<file path="config.mk">
export PLATFORM = sky130hd
export DESIGN_NAME = alu_bist_ctrl
export DESIGN_NICKNAME = d
export VERILOG_FILES = /design/src/rtl/alu_bist_ctrl.sv
export SDC_FILE = /design/constraint.sdc
export NUM_CORES = 1
export LEC_CHECK = 0
export ABC_AREA = 1
export ABC_CLOCK_PERIOD_IN_PS = 2200
export CAP_MARGIN = 15
export CELL_PAD_IN_SITES_DETAIL_PLACEMENT = 1
export CELL_PAD_IN_SITES_GLOBAL_PLACEMENT = 2
export CORE_MARGIN = 2
export CORE_UTILIZATION = 28
export DETAILED_ROUTE_END_ITERATION = 6
export GPL_ROUTABILITY_DRIVEN = 0
export GPL_TIMING_DRIVEN = 0
export PLACE_DENSITY = 0.83
export RECOVER_POWER = 25
export SLEW_MARGIN = 25
export SYNTH_ARGS = -nofsm -noshare
export SYNTH_HDL_FRONTEND = slang
export SYNTH_SLANG_ARGS = --single-unit
export TNS_END_PERCENT = 10
</file>
<file path="constraint.sdc">
create_clock -name clk -period 2.2 [get_ports clk]
set_clock_uncertainty 0.1 [all_clocks]
set_input_delay 0.55 -clock clk [delete_from_list [all_inputs] [get_ports clk]]
set_output_delay 0.55 -clock clk [all_outputs]
set_load 0.02 [all_outputs]
</file>
<file path="src/rtl/alu_bist_ctrl.sv">
// Built-in self-test controller for the single-cycle ALU. It sweeps every opcode over an
// LFSR operand sequence, folds each result into a MISR and compares it with a golden signature.
module alu_bist_ctrl #(
    parameter int          NUM_OPS     = 6,
    parameter int          NUM_VECTORS = 16,
    parameter logic [31:0] LFSR_SEED   = 32'hACE1_0001
) (
    input  logic        clk,
    input  logic        rst_n,
    input  logic        start,
    input  logic [31:0] expected_sig,
    output logic [2:0]  alu_con,
    output logic [31:0] alu_op1,
    output logic [31:0] alu_op2,
    output logic [4:0]  alu_sft_amt,
    input  logic [31:0] alu_result,
    output logic        busy,
    output logic        done,
    output logic        pass,
    output logic [31:0] signature
);

    localparam int          OW        = (NUM_OPS > 1) ? $clog2(NUM_OPS) : 1;
    localparam int          VW        = (NUM_VECTORS > 1) ? $clog2(NUM_VECTORS) : 1;
    localparam logic [OW-1:0] OP_LAST = OW'(NUM_OPS - 1);
    localparam logic [VW-1:0] VEC_LAST = VW'(NUM_VECTORS - 1);
    localparam logic [31:0] SEED      = (LFSR_SEED == 32'h0) ? 32'h1 : LFSR_SEED;
    localparam logic [31:0] LFSR_POLY = 32'h8020_0003;
    localparam logic [31:0] MISR_POLY = 32'h04C1_1DB7;

    typedef enum logic [2:0] {
        S_IDLE,
        S_LOAD,
        S_DRIVE,
        S_CAPTURE,
        S_DONE
    } state_t;

    state_t          state_q, state_d;
    logic [31:0]     lfsr_q, lfsr_d;
    logic [31:0]     misr_q, misr_d;
    logic [OW-1:0]   op_idx_q, op_idx_d;
    logic [VW-1:0]   vec_idx_q, vec_idx_d;
    logic [31:0]     exp_sig_q, exp_sig_d;
    logic [2:0]      alu_con_q, alu_con_d;
    logic [31:0]     alu_op1_q, alu_op1_d;
    logic [31:0]     alu_op2_q, alu_op2_d;
    logic [4:0]      alu_sft_amt_q, alu_sft_amt_d;
    logic            busy_q, busy_d;
    logic            done_q, done_d;
    logic            pass_q, pass_d;

    always_comb begin
        state_d       = state_q;
        lfsr_d        = lfsr_q;
        misr_d        = misr_q;
        op_idx_d      = op_idx_q;
        vec_idx_d     = vec_idx_q;
        exp_sig_d     = exp_sig_q;
        busy_d        = busy_q;
        done_d        = done_q;
        pass_d        = pass_q;
        alu_con_d     = alu_con_q;
        alu_op1_d     = alu_op1_q;
        alu_op2_d     = alu_op2_q;
        alu_sft_amt_d = alu_sft_amt_q;

        case (state_q)
            S_IDLE, S_DONE: begin
                if (start) begin
                    state_d   = S_LOAD;
                    exp_sig_d = expected_sig;
                    busy_d    = 1'b1;
                    done_d    = 1'b0;
                    pass_d    = 1'b0;
                end
            end
            S_LOAD: begin
                state_d   = S_DRIVE;
                lfsr_d    = SEED;
                misr_d    = 32'h0;
                op_idx_d  = '0;
                vec_idx_d = '0;
            end
            S_DRIVE: begin
                state_d = S_CAPTURE;
            end
            S_CAPTURE: begin
                misr_d = {misr_q[30:0], 1'b0} ^ (misr_q[31] ? MISR_POLY : 32'h0) ^ alu_result;
                if (op_idx_q < OP_LAST) begin
                    op_idx_d = op_idx_q + OW'(1);
                    state_d  = S_DRIVE;
                end else begin
                    op_idx_d = '0;
                    lfsr_d   = {1'b0, lfsr_q[31:1]} ^ (lfsr_q[0] ? LFSR_POLY : 32'h0);
                    if (vec_idx_q < VEC_LAST) begin
                        vec_idx_d = vec_idx_q + VW'(1);
                        state_d   = S_DRIVE;
                    end else begin
                        state_d = S_DONE;
                        busy_d  = 1'b0;
                        done_d  = 1'b1;
                        pass_d  = (misr_d == exp_sig_q);
                    end
                end
            end
            default: begin
                state_d = S_IDLE;
            end
        endcase

        // Operands follow the LFSR/opcode values that will be live during DRIVE/CAPTURE;
        // they hold through CAPTURE and are zeroed whenever the ALU is not under test.
        if (state_d == S_DRIVE) begin
            alu_op1_d     = lfsr_d;
            alu_op2_d     = {lfsr_d[15:0], lfsr_d[31:16]};
            alu_sft_amt_d = lfsr_d[4:0];
            alu_con_d     = 3'(op_idx_d);
        end else if (state_d != S_CAPTURE) begin
            alu_op1_d     = 32'h0;
            alu_op2_d     = 32'h0;
            alu_sft_amt_d = 5'h0;
            alu_con_d     = 3'h0;
        end
    end

    always_ff @(posedge clk or negedge rst_n) begin
        if (!rst_n) begin
            state_q       <= S_IDLE;
            lfsr_q        <= 32'h0;
            misr_q        <= 32'h0;
            op_idx_q      <= '0;
            vec_idx_q     <= '0;
            exp_sig_q     <= 32'h0;
            busy_q        <= 1'b0;
            done_q        <= 1'b0;
            pass_q        <= 1'b0;
            alu_con_q     <= 3'h0;
            alu_op1_q     <= 32'h0;
            alu_op2_q     <= 32'h0;
            alu_sft_amt_q <= 5'h0;
        end else begin
            state_q       <= state_d;
            lfsr_q        <= lfsr_d;
            misr_q        <= misr_d;
            op_idx_q      <= op_idx_d;
            vec_idx_q     <= vec_idx_d;
            exp_sig_q     <= exp_sig_d;
            busy_q        <= busy_d;
            done_q        <= done_d;
            pass_q        <= pass_d;
            alu_con_q     <= alu_con_d;
            alu_op1_q     <= alu_op1_d;
            alu_op2_q     <= alu_op2_d;
            alu_sft_amt_q <= alu_sft_amt_d;
        end
    end

    assign alu_con     = alu_con_q;
    assign alu_op1     = alu_op1_q;
    assign alu_op2     = alu_op2_q;
    assign alu_sft_amt = alu_sft_amt_q;
    assign busy        = busy_q;
    assign done        = done_q;
    assign pass        = pass_q;
    assign signature   = misr_q;

endmodule
</file>
* Yosys cells after proc, flatten, opt, wreduce, memory -nomap -nowiden *
Index checks and enable logic that the tools add are counted.

storage, ports and cells
  register bits after elaboration = 181
  output and inout bits = 107
  input bits = 67
  logic and storage cells = 71

operators by class
  reductions and logical operators = 8
  multiplexer cells = 32
  magnitude comparators = 2
  bitwise operators = 3
  eq/ne operators = 11
  add/sub/neg operators = 2

operator list
  cell                                                 number
  two-way mux 32 bit                                   5
  case mux 32 bit (2 select lines)                     2
  equality test 32 bit                                 1
  XOR 31 x 32 -> 32 bit                                1
  XOR 32 x 27 -> 32 bit                                1
  XOR 32 bit                                           1
  two-way mux 27 bit                                   1
  two-way mux 3 bit                                    6
  case mux 3 bit (4 select lines)                      1
  two-way mux 5 bit                                    2
  equality test 3 x 2 -> 1 bit, second input constant  3
  two-way mux 1 bit                                    8
  two-way mux 4 bit                                    2
  inequality test 2 bit, second input constant         4
  case mux 4 bit (2 select lines)                      1
  case mux 1 bit (2 select lines)                      3
  case mux 3 bit (2 select lines)                      1
  nonzero test 2 bit                                   3
  adder 4 x 1 -> 4 bit, second input constant          1
  < comparator 4 bit, second input constant            1
  AND reduction 4 bit                                  1
  adder 3 x 1 -> 3 bit, second input constant          1
  equality test 3 x 1 -> 1 bit, second input constant  1
  equality test 3 bit, second input constant           1
  other kinds (6)                                      6

* Longest topological paths before layout *
Gate-level depths: netlist of the first run.

  depth in word-level cells = 7
  mapped depth = 14
  gate-level depth less buffers = 12

* Worst setup path after synthesis of the first run *
Ideal clock, no wire load.

  path type = flip-flop to flip-flop
  start point = register vec_idx_q[0]
  end point = register alu_op1_q[15], in the netlist alu_op1[15]
  setup time = 117 ps
  stages on the path, launching flop included = 10
  required time = 1,983 ps
  path buffers = 1
  arrival = 1,536 ps
  setup slack = 447 ps
  period minus slack after synthesis = 1,753 ps
  path through = dfrtp_1 -> ha_1 -> nand2_1 -> nor2_1 -> nand2_1 -> a211oi_1 -> nor2_4 -> buf_2 -> nand2_1 -> nand2_1

on the way
  longest elaborated chain between the ends = 6
  elaborated cells on any way between the ends = 8
  those cells by class = order compare: 1; eq/ne: 2; mux: 4; reduce/logical: 1

ends and longest elaborated chain
  element                                                                                line      source
  start: declaration                                                                     43        logic [VW-1:0] vec_idx_q, vec_idx_d;
  start signal: assignment                                                               147       vec_idx_q <= vec_idx_d;
  < comparator 4 bit *                                                                   96        if (vec_idx_q < VEC_LAST) begin
  two-way mux 3 bit *                                                                    96
  two-way mux 3 bit *                                                                    90        if (op_idx_q < OP_LAST) begin
  case mux 3 bit (4 select lines) *                                                      68        case (state_q)
  equality test 3 x 2 -> 1 bit / inequality test 3 x 2 -> 1 bit (equally long branches)  114, 119
  two-way mux 32 bit / nonzero test 2 bit (equally long branches)                        -
  end signal: assignment                                                                 153       alu_op1_q <= alu_op1_d;
  end: declaration                                                                       46        logic [31:0] alu_op1_q, alu_op1_d;

Mark *: on every way between the ends. The rest lies on a longest branch, timed or not.
A chain may end at the register's enable or synchronous reset.

* Final worst setup path of the first run *
  start point = register misr_q[22], in the netlist signature[22]
  end point = output signature[22]

RTL lines
  element                   line  source
  start: declaration        41    logic [31:0] misr_q, misr_d;
  start signal: assignment  145   misr_q <= misr_d;
  end: declaration          20    output logic [31:0] signature

No word-level cell between the ends.

==> impl_metrics.toml, run 1 <==
[power]
power_uw = 13720
leakagePower_uw = 0.004859
ir_worst_vdd_v = 0.0005554
powerDensity_nw_per_um2 = 1414

[floorplanning]
die_y_um = 162.1
dieWidth_um = 162.1
io_pins = 174
start_util_pct = 28.62
die-area_um2 = 26290
fp.coreArea_um2 = 24460
row_count = 57

[route]
postRouteWirelength_um = 22580
dr.pass1.iters = 4
drc_errors = 0
viasPerCell = 4.464
drt_iter0_drc = 248
antenna_left = 0
vias = 6397
routedWlPerCell_um = 15.76

[layout]
final_util_pct = 39.68
antennaDiodeCount = 0
drive_above_1_share_pct = 12.17
final_nets = 1165
final_cells = 1433
syn_to_final_growth_pct = 38.63

[clock_network]
cts-hold-fix-buffers = 0
cts.htree.levels = 4
cts_tree = "done"
cts_sinks = 144
clk_latency_ns = 0.43
root_buffer = "clkbuf_16"
clk_pin_slew_ns = 0.07
cts_max_path_buffers = 2
cts_buffers = 17

[setup_path]
cp-start-kind = "flip-flop"
required_ns = 1.55
path_buf_inv = 1
worstPathCellList = "clkdlybuf4s50_1"
cpPeakStageDelay_ns = 0.70
regToRegSetupSlack_ns = 0.07
crit_family = "buffers and inverters"
path_class = "flip-flop to output port"
cp_data_arrival_time_ns = 1.51
cp_max_fo = 3
slowest_stage = "clkdlybuf4s50_1"
end_kind = "output port"

[sta]
tightestPinTransition_ns = 1.185
final_max_slew_viol_count = 0
post-route-period-util_pct = 98.40
final_hold_viol_count = 0
slew_headroom_pct = 21.01
rsz0062_at_grt = "true"
holdWs_ns = 0.2737
fin_tns_setup_ns = 0
timing.fmax_mhz = 461.9
finalCriticalPeriod_ns = 2.165
setup_viol_count_final = 0

[logic_synthesis]
synth_warnings = 0
synth_most_common_cell = "nand2_1"
synth_nets = 970
synth_commonest_cells = "nand2_1, dfrtp_1, inv_1, nand3_1, o22ai_1"
ys_ff_latch = 144
syn_inst = 901
synth_cell_types = 29
synth_top_area_cell = "dfrtp_1"
synthTopCellsByArea = "dfrtp_1, nand2_1, inv_1"
ys.flop_type = "dfrtp_1"
syn_area_um2 = 7002
postSynth.asyncResetShare_pct = 100.0
synth_edf_count = 0
syn_area_per_cell_um2 = 7.771
seq_area_frac_synth_pct = 51.47
yosysTopAreaCellShare_pct = 51.47

[worst_hold_path]
hold_class = "input port to async pin"

[place]
hpwl_um = 16950
port_buffers = 173
dp.cells = 1399

[global_route]
grt_max_degree = 81
grtUsageTotal_pct = 17.68
grt_first_pass_wirelength_um = 36050
first_global_vias = 6763
grt_overflow = 0
grt_antenna_before_repair = 0

[flow_run]
max_cap_viol_count = 0

[run_status]
status = "finished, final reports clean"
[flip-flops by register name, indices dropped and copies added, names as in the netlist]
name       cells
alu_con        3
alu_op1       31
alu_op2        1
busy           1
done           1
exp_sig_q     32
lfsr_q        32
op_idx_q       3
pass           1
signature     32
state_q        3
vec_idx_q      4
[power breakdown]
part / switching (uW) / leakage [uW] / total, uW / internal, uW
logic: 3990 / 0.00273 / 6520 / 2540
clock network: 1340 / 0.000293 / 2960 / 1620
registers: 692 / 0.00184 / 4240 / 3550
[path summary, 6_finish.rpt]
check                                   start            end  cells after the start
min in group clk                         pass           pass                      2
worst max register to register  signature[31]           pass                     12
worst min-delay path                    rst_n  signature[28]                      1
worst max-delay path            signature[22]  signature[22]                      1
max in group asynchronous               rst_n   vec_idx_q[1]                      2
worst min register to register           pass           pass                      2
[logic make-up after synthesis]
family	after synthesis	synth area share [%]
flip-flops	144	51.47
AO/OA/AOI/OAI	105	8.595
XOR/XNOR	8	1.001
AND/OR/NAND/NOR	450	26.04
adder cells (fa/ha/maj)	2	0.3573
buffers and inverters	192	12.54
[placed cells by master (no fill, tap or decap), types with 3 or more instances in the layout]
cell             netlist  final
nand2_1              353    353
dfrtp_1              144    144
clkdlybuf4s50_1        0    143
inv_1                119    119
buf_4                 38     71
nand3_1               46     46
o22ai_1               45     45
o21ai_0               34     34
nor2_1                30     30
clkbuf_16              0     17
o21ai_1               16     16
clkbuf_1              12     12
inv_2                 11     11
nand3b_1              10     10
buf_2                 12      8
inv_6                  0      5
inv_8                  0      5
xnor2_1                4      4
xor2_1                 4      4
nor2_4                 2      3
a21oi_1                3      3
clkinv_4               0      3
[layout make-up]
cell class | instances | area, um2
Fill cell | 2973 | 14760
Sequential cell | 144 | 3603
Multi-Input combinational cell | 565 | 2536
Timing Repair Buffer | 177 | 1690
Inverter | 130 | 488.0
Clock buffer | 17 | 425.4
Tap cell | 324 | 405.4
Buffer | 61 | 396.6
Clock inverter | 15 | 161.4
[per-stage QoR]
step,setup slack [ns],cell area [um2]
3_3_place_gp,-5.797,9139
4_1_cts,0.003381,9739
5_1_grt,-0.01016,9707
6_report,0.03523,9707
3_5_place_dp,-0.2818,9171
2_1_floorplan,0.4470,7002
[per-layer routing]
metal / vias to the layer above / GRT usage [%] / part of all wire [%]
li1: 3157 / - / -
met1: 3061 / 23.35 / 46
met2: 157 / 29.73 / 48
met3: 22 / 3.345 / 4.3
met4: 0 / 4.907 / 1.5
met5: - / 0 / 0
[repair_timing]
item | CTS | global route
setup buffers | 0 | 3
setup endpoints to repair | 32 | 77
resized for setup | 14 | 22
hold endpoints to repair | 0 | 0
pin swaps | 1 | 1
Power figures use the tool's default switching activity.
==> run 2, diff against run 1 <==
ABC_CLOCK_PERIOD_IN_PS = 2000   (was 2200)
CORE_ASPECT_RATIO = 1.1   (was default)
clock period = 2 ns   (was 2.2 ns; I/O delays follow)
==> impl_metrics.toml, run 2 (synthesized netlist as in run 1, its figures left out) <==
[route]
drc_errors = 0
antenna_left = 0
drt_iter0_drc = 208
viasPerCell = 4.521
postRouteWirelength_um = 22160
dr.pass1.iters = 4
routedWlPerCell_um = 15.48
vias = 6470

[setup_path]
cp_data_arrival_time_ns = 2.10
crit_top_cell = "nand2_1"
cp-start-kind = "flip-flop"
cpPeakStageDelay_ns = 0.38
required_ns = 2.21
slowest_stage = "dfrtp_1"
cp_max_fo = 10
crit_family = "simple AND/OR/NAND/NOR gates"
path_buf_inv = 1
path_class = "flip-flop to flip-flop"
end_kind = "flip-flop"
worstPathCellList = "ha_2 > nand2_1 > nor2_2 > nand2_2 > a211oi_4 > nor2_4 > buf_4 > nand2_1 > nand2_1"

[clock_network]
root_buffer = "clkbuf_16"
clk_latency_ns = 0.43
cts_sinks = 144
cts_buffers = 17
cts_max_path_buffers = 2
cts_tree = "done"
cts.htree.levels = 4
clk_pin_slew_ns = 0.06

[floorplanning]
row_count = 60
start_util_pct = 28.52
io_pins = 174
dieWidth_um = 154.8
die_y_um = 169.9
die-area_um2 = 26290
fp.coreArea_um2 = 24550

[global_route]
grt_antenna_before_repair = 1
grt_max_degree = 89
grt_overflow = 0
first_global_vias = 6800
grt_first_pass_wirelength_um = 35200
grtUsageTotal_pct = 17.24

[layout]
fill_cells = 2991
layout_commonest_cell = "nand2_1"
mostFrequentLayoutCells = "nand2_1, dfrtp_1, inv_1, buf_4, dlygate4sd2_1"
syn_to_final_growth_pct = 40.10
final_util_pct = 39.96
final_nets = 1176
drive_above_1_share_pct = 13.75

[sta]
setup_viol_count_final = 0
timing.fmax_mhz = 527.6
fin_tns_setup_ns = 0
finalCriticalPeriod_ns = 1.895
final_hold_viol_count = 0
tightestPinTransition_ns = 0.8572
post-route-period-util_pct = 94.77
final_max_slew_viol_count = 0
rsz0062_at_grt = "true"
slew_headroom_pct = 42.85

[run_status]
status = "finished, final reports clean"

[power]
leakagePower_uw = 0.005205
ir_worst_vdd_v = 0.0007107
powerDensity_nw_per_um2 = 1528
power_uw = 14990

[flow_run]
max_cap_viol_count = 0

[place]
port_buffers = 173
hpwl_um = 16550

[worst_hold_path]
hold_class = "flip-flop to flip-flop"
==> run 2: worst register-to-register path, stage by stage (launching register included) <==
cell      delay, ns
dfrtp_1        0.38
ha_2           0.19
nand2_1        0.08
nor2_2         0.15
nand2_2        0.11
a211oi_4       0.33
nor2_4         0.11
buf_4          0.19
nand2_1        0.09
nand2_1        0.05
==> run 2: timing repair <==
item | in CTS | in global routing
buffers inserted | 1 | 11
endpoints found under the hold margin | 0 | 1
cloned | 0 | 0
resized for setup | 124 | 18
pin swaps | 1 | 6
setup endpoints to repair | 184 | 36
hold buffers | 0 | 1
==> run 2: path summary, 6_finish.rpt <==
check,start,endpoint,slack [ns],cells past startpoint
worst max-delay path,vec_idx_q[0],alu_op1[23],0.10,9
worst max register to register,vec_idx_q[0],alu_op1[23],0.10,9
worst min-delay path,alu_con[2],alu_con[2],0.38,2
worst min register to register,alu_con[2],alu_con[2],0.38,2
min in group asynchronous,rst_n,alu_op1[28],0.71,3
max in group asynchronous,rst_n,signature[26],0.28,4
==> run 2: per-layer routing <==
layer,wire [um],up-vias,track usage [%]
met2,11110,163,30.84
met4,211,2,3.905
li1,-,3186,-
met5,13,-,0
met1,9671,3102,21.21
met3,1146,17,3.871
==> run 2: cell type report <==
type,count,area [um2],area share [%]
well taps,310,387.9,3.954
diodes,1,2.502,0.02551
clock inverters,15,171.4,1.747
flip-flops and latches,144,3603,36.73
plain buffers,61,422.9,4.311
inverters,130,490.5,5.000
multi-input cells,565,2594,26.44
clock buffers,17,425.4,4.337
repair buffers,188,1712,17.45
==> run 2: where the power goes <==
part / internal (uW) / switching, uW / total (uW)
clock: 1880 / 1380 / 3260
sequential: 3910 / 716 / 4620
combinational: 2670 / 4440 / 7110
total: 8460 / 6530 / 15000
==> run 2: through the flow <==
step / hold slack [ns] / instance area [um2] / std cells / worst slack, ns
global route: 0.4175 / 9807 / 1430 / -0.01432
CTS: 0.0008231 / 9669 / 1418 / 0.003398
floorplan: 0.1044 / 7002 / 901 / 0.2470
global placement: 0.3598 / 9121 / 1384 / -5.955
detailed placement: 0.3737 / 9181 / 1386 / -0.5322
finish: 0.3767 / 9809 / 1431 / 0.1045
==> run 3, diff against run 2 <==
TNS_END_PERCENT = 50   (was 10)
==> impl_metrics.toml, run 3 (synthesized netlist as in run 1, its figures left out) <==
[run_status]
status = "finished, final reports clean"

[global_route]
grt_max_degree = 89
grt_antenna_before_repair = 1
grt_first_pass_wirelength_um = 35160
grt_overflow = 0
grtUsageTotal_pct = 17.23
first_global_vias = 6782

[setup_path]
crit_family = "simple AND/OR/NAND/NOR gates"
r2r_end = "pass"
worstPathCellList = "buf_6 > buf_6 > nand2_1 > nand2_1 > nand2_1 > nand2_1 > nor2_1 > nand2_1 > nor2_2 > nand2_1 > nor2_2 > nand3_1 > nand2_1"
cpPeakStageDelay_ns = 0.39
end_kind = "flip-flop"
cp_data_arrival_time_ns = 2.17
required_ns = 2.26
rr_startpoint = "signature[31]"
slowest_stage = "dfrtp_1"
path_buf_inv = 2
r2r_cells = 13
regToRegSetupSlack_ns = 0.09
crit_top_cell = "nand2_1"
cp-start-kind = "flip-flop"
path_class = "flip-flop to flip-flop"
cp_max_fo = 10

[layout]
mostFrequentLayoutCells = "nand2_1, dfrtp_1, inv_1, dlygate4sd2_1, clkdlybuf4s50_1"
final_cells = 1431
final_nets = 1176
final_util_pct = 40.09
layout_commonest_cell = "nand2_1"
drive_above_1_share_pct = 11.16
syn_to_final_growth_pct = 40.56

[clock_network]
cts_max_path_buffers = 2
clk_latency_ns = 0.43
root_buffer = "clkbuf_16"
cts.htree.levels = 4
cts_tree = "done"
clk_pin_slew_ns = 0.07
cts_sinks = 144
cts_buffers = 17

[route]
routedWlPerCell_um = 15.44
postRouteWirelength_um = 22100
vias = 6445
antenna_left = 0
viasPerCell = 4.504
drc_errors = 0
drt_iter0_drc = 189
dr.pass1.iters = 4

[floorplanning]
start_util_pct = 28.52
dieWidth_um = 154.8
fp.coreArea_um2 = 24550
row_count = 60
die_y_um = 169.9
die-area_um2 = 26290
io_pins = 174

[power]
ir_worst_vdd_v = 0.0007124
leakagePower_uw = 0.005267
powerDensity_nw_per_um2 = 1517

[sta]
setup_viol_count_final = 0
timing.fmax_mhz = 523.8
rsz0062_at_grt = "true"
final_max_slew_viol_count = 0
final_hold_viol_count = 0
finalCriticalPeriod_ns = 1.909
fin_tns_setup_ns = 0
post-route-period-util_pct = 95.45
slew_headroom_pct = 43.31
tightestPinTransition_ns = 0.8504

[worst_hold_path]
hold_class = "flip-flop to flip-flop"
hp-start = "alu_con[2]"
min_to = "alu_con[2]"
whs_path_depth = 2

[place]
hpwl_um = 16550
port_buffers = 173
dp.cells = 1386

[flow_run]
max_cap_viol_count = 0
==> run 3: power breakdown <==
part           switching, uW  internal (uW)  leakage, uW
Clock                   1380           1880     0.000286
Sequential               717           3910      0.00184
Combinational           4420           2630      0.00314
Total                   6520           8410      0.00527
==> run 3: metrics by stage <==
step           worst slack, ns  hold slack (ns)  area (um2)  power (uW)
6_report               0.09097           0.3768        9842       14930
5_1_grt               -0.01834           0.4175        9839       16100
4_1_cts               -0.05635        0.0008231        9696       14890
3_5_place_dp           -0.5322           0.3737        9181       11890
3_3_place_gp            -5.955           0.3598        9121       11730
2_1_floorplan           0.2470           0.1044        7002        8863
==> run 3: cell type report <==
class	count	area, um2
tap	310	387.9
antenna	1	2.502
multi-input combinational	565	2591
inverter	130	490.5
clock inverter	15	171.4
clock buffer	17	425.4
timing repair buffer	188	1747
fill	2986	14710
buffer	61	422.9
sequential	144	3603
==> run 3: per-layer routing <==
metal / track usage (%) / routed length [um]
met4: 3.905 / 210
met3: 3.794 / 1073
met1: 21.23 / 9694
met2: 30.84 / 11110
met5: 0 / 13
==> run 3: what timing repair did <==
item / CTS / global route
hold buffers: 0 / 1
pin swaps: 1 / 6
setup endpoints to repair: 184 / 36
gates resized for setup: 121 / 20
buffers inserted: 1 / 11
endpoints found under the hold margin: 0 / 1
cloned: 0 / 0
==> run 3: worst reg2reg max path: stages, from the launching register on <==
cell     delay [ns]
dfrtp_1        0.39
buf_6          0.16
buf_6          0.16
nand2_1        0.09
nand2_1        0.12
nand2_1        0.08
nand2_1        0.07
nor2_1         0.10
nand2_1        0.07
nor2_2         0.14
nand2_1        0.08
nor2_2         0.11
nand3_1        0.10
nand2_1        0.07
==> run 3: worst max-delay path by stage <==
| stage | startpoint | end | depth (start not counted) |
|---|---|---|---|
| final | signature[31] | pass | 13 |
| after global placement | rst_n | signature[8] | 1 |
| after detailed placement | start | alu_op1[4] | 9 |
| after global routing | signature[31] | pass | 13 |
| after CTS | signature[31] | pass | 13 |
| after floorplan | vec_idx_q[0] | alu_op1[15] | 9 |
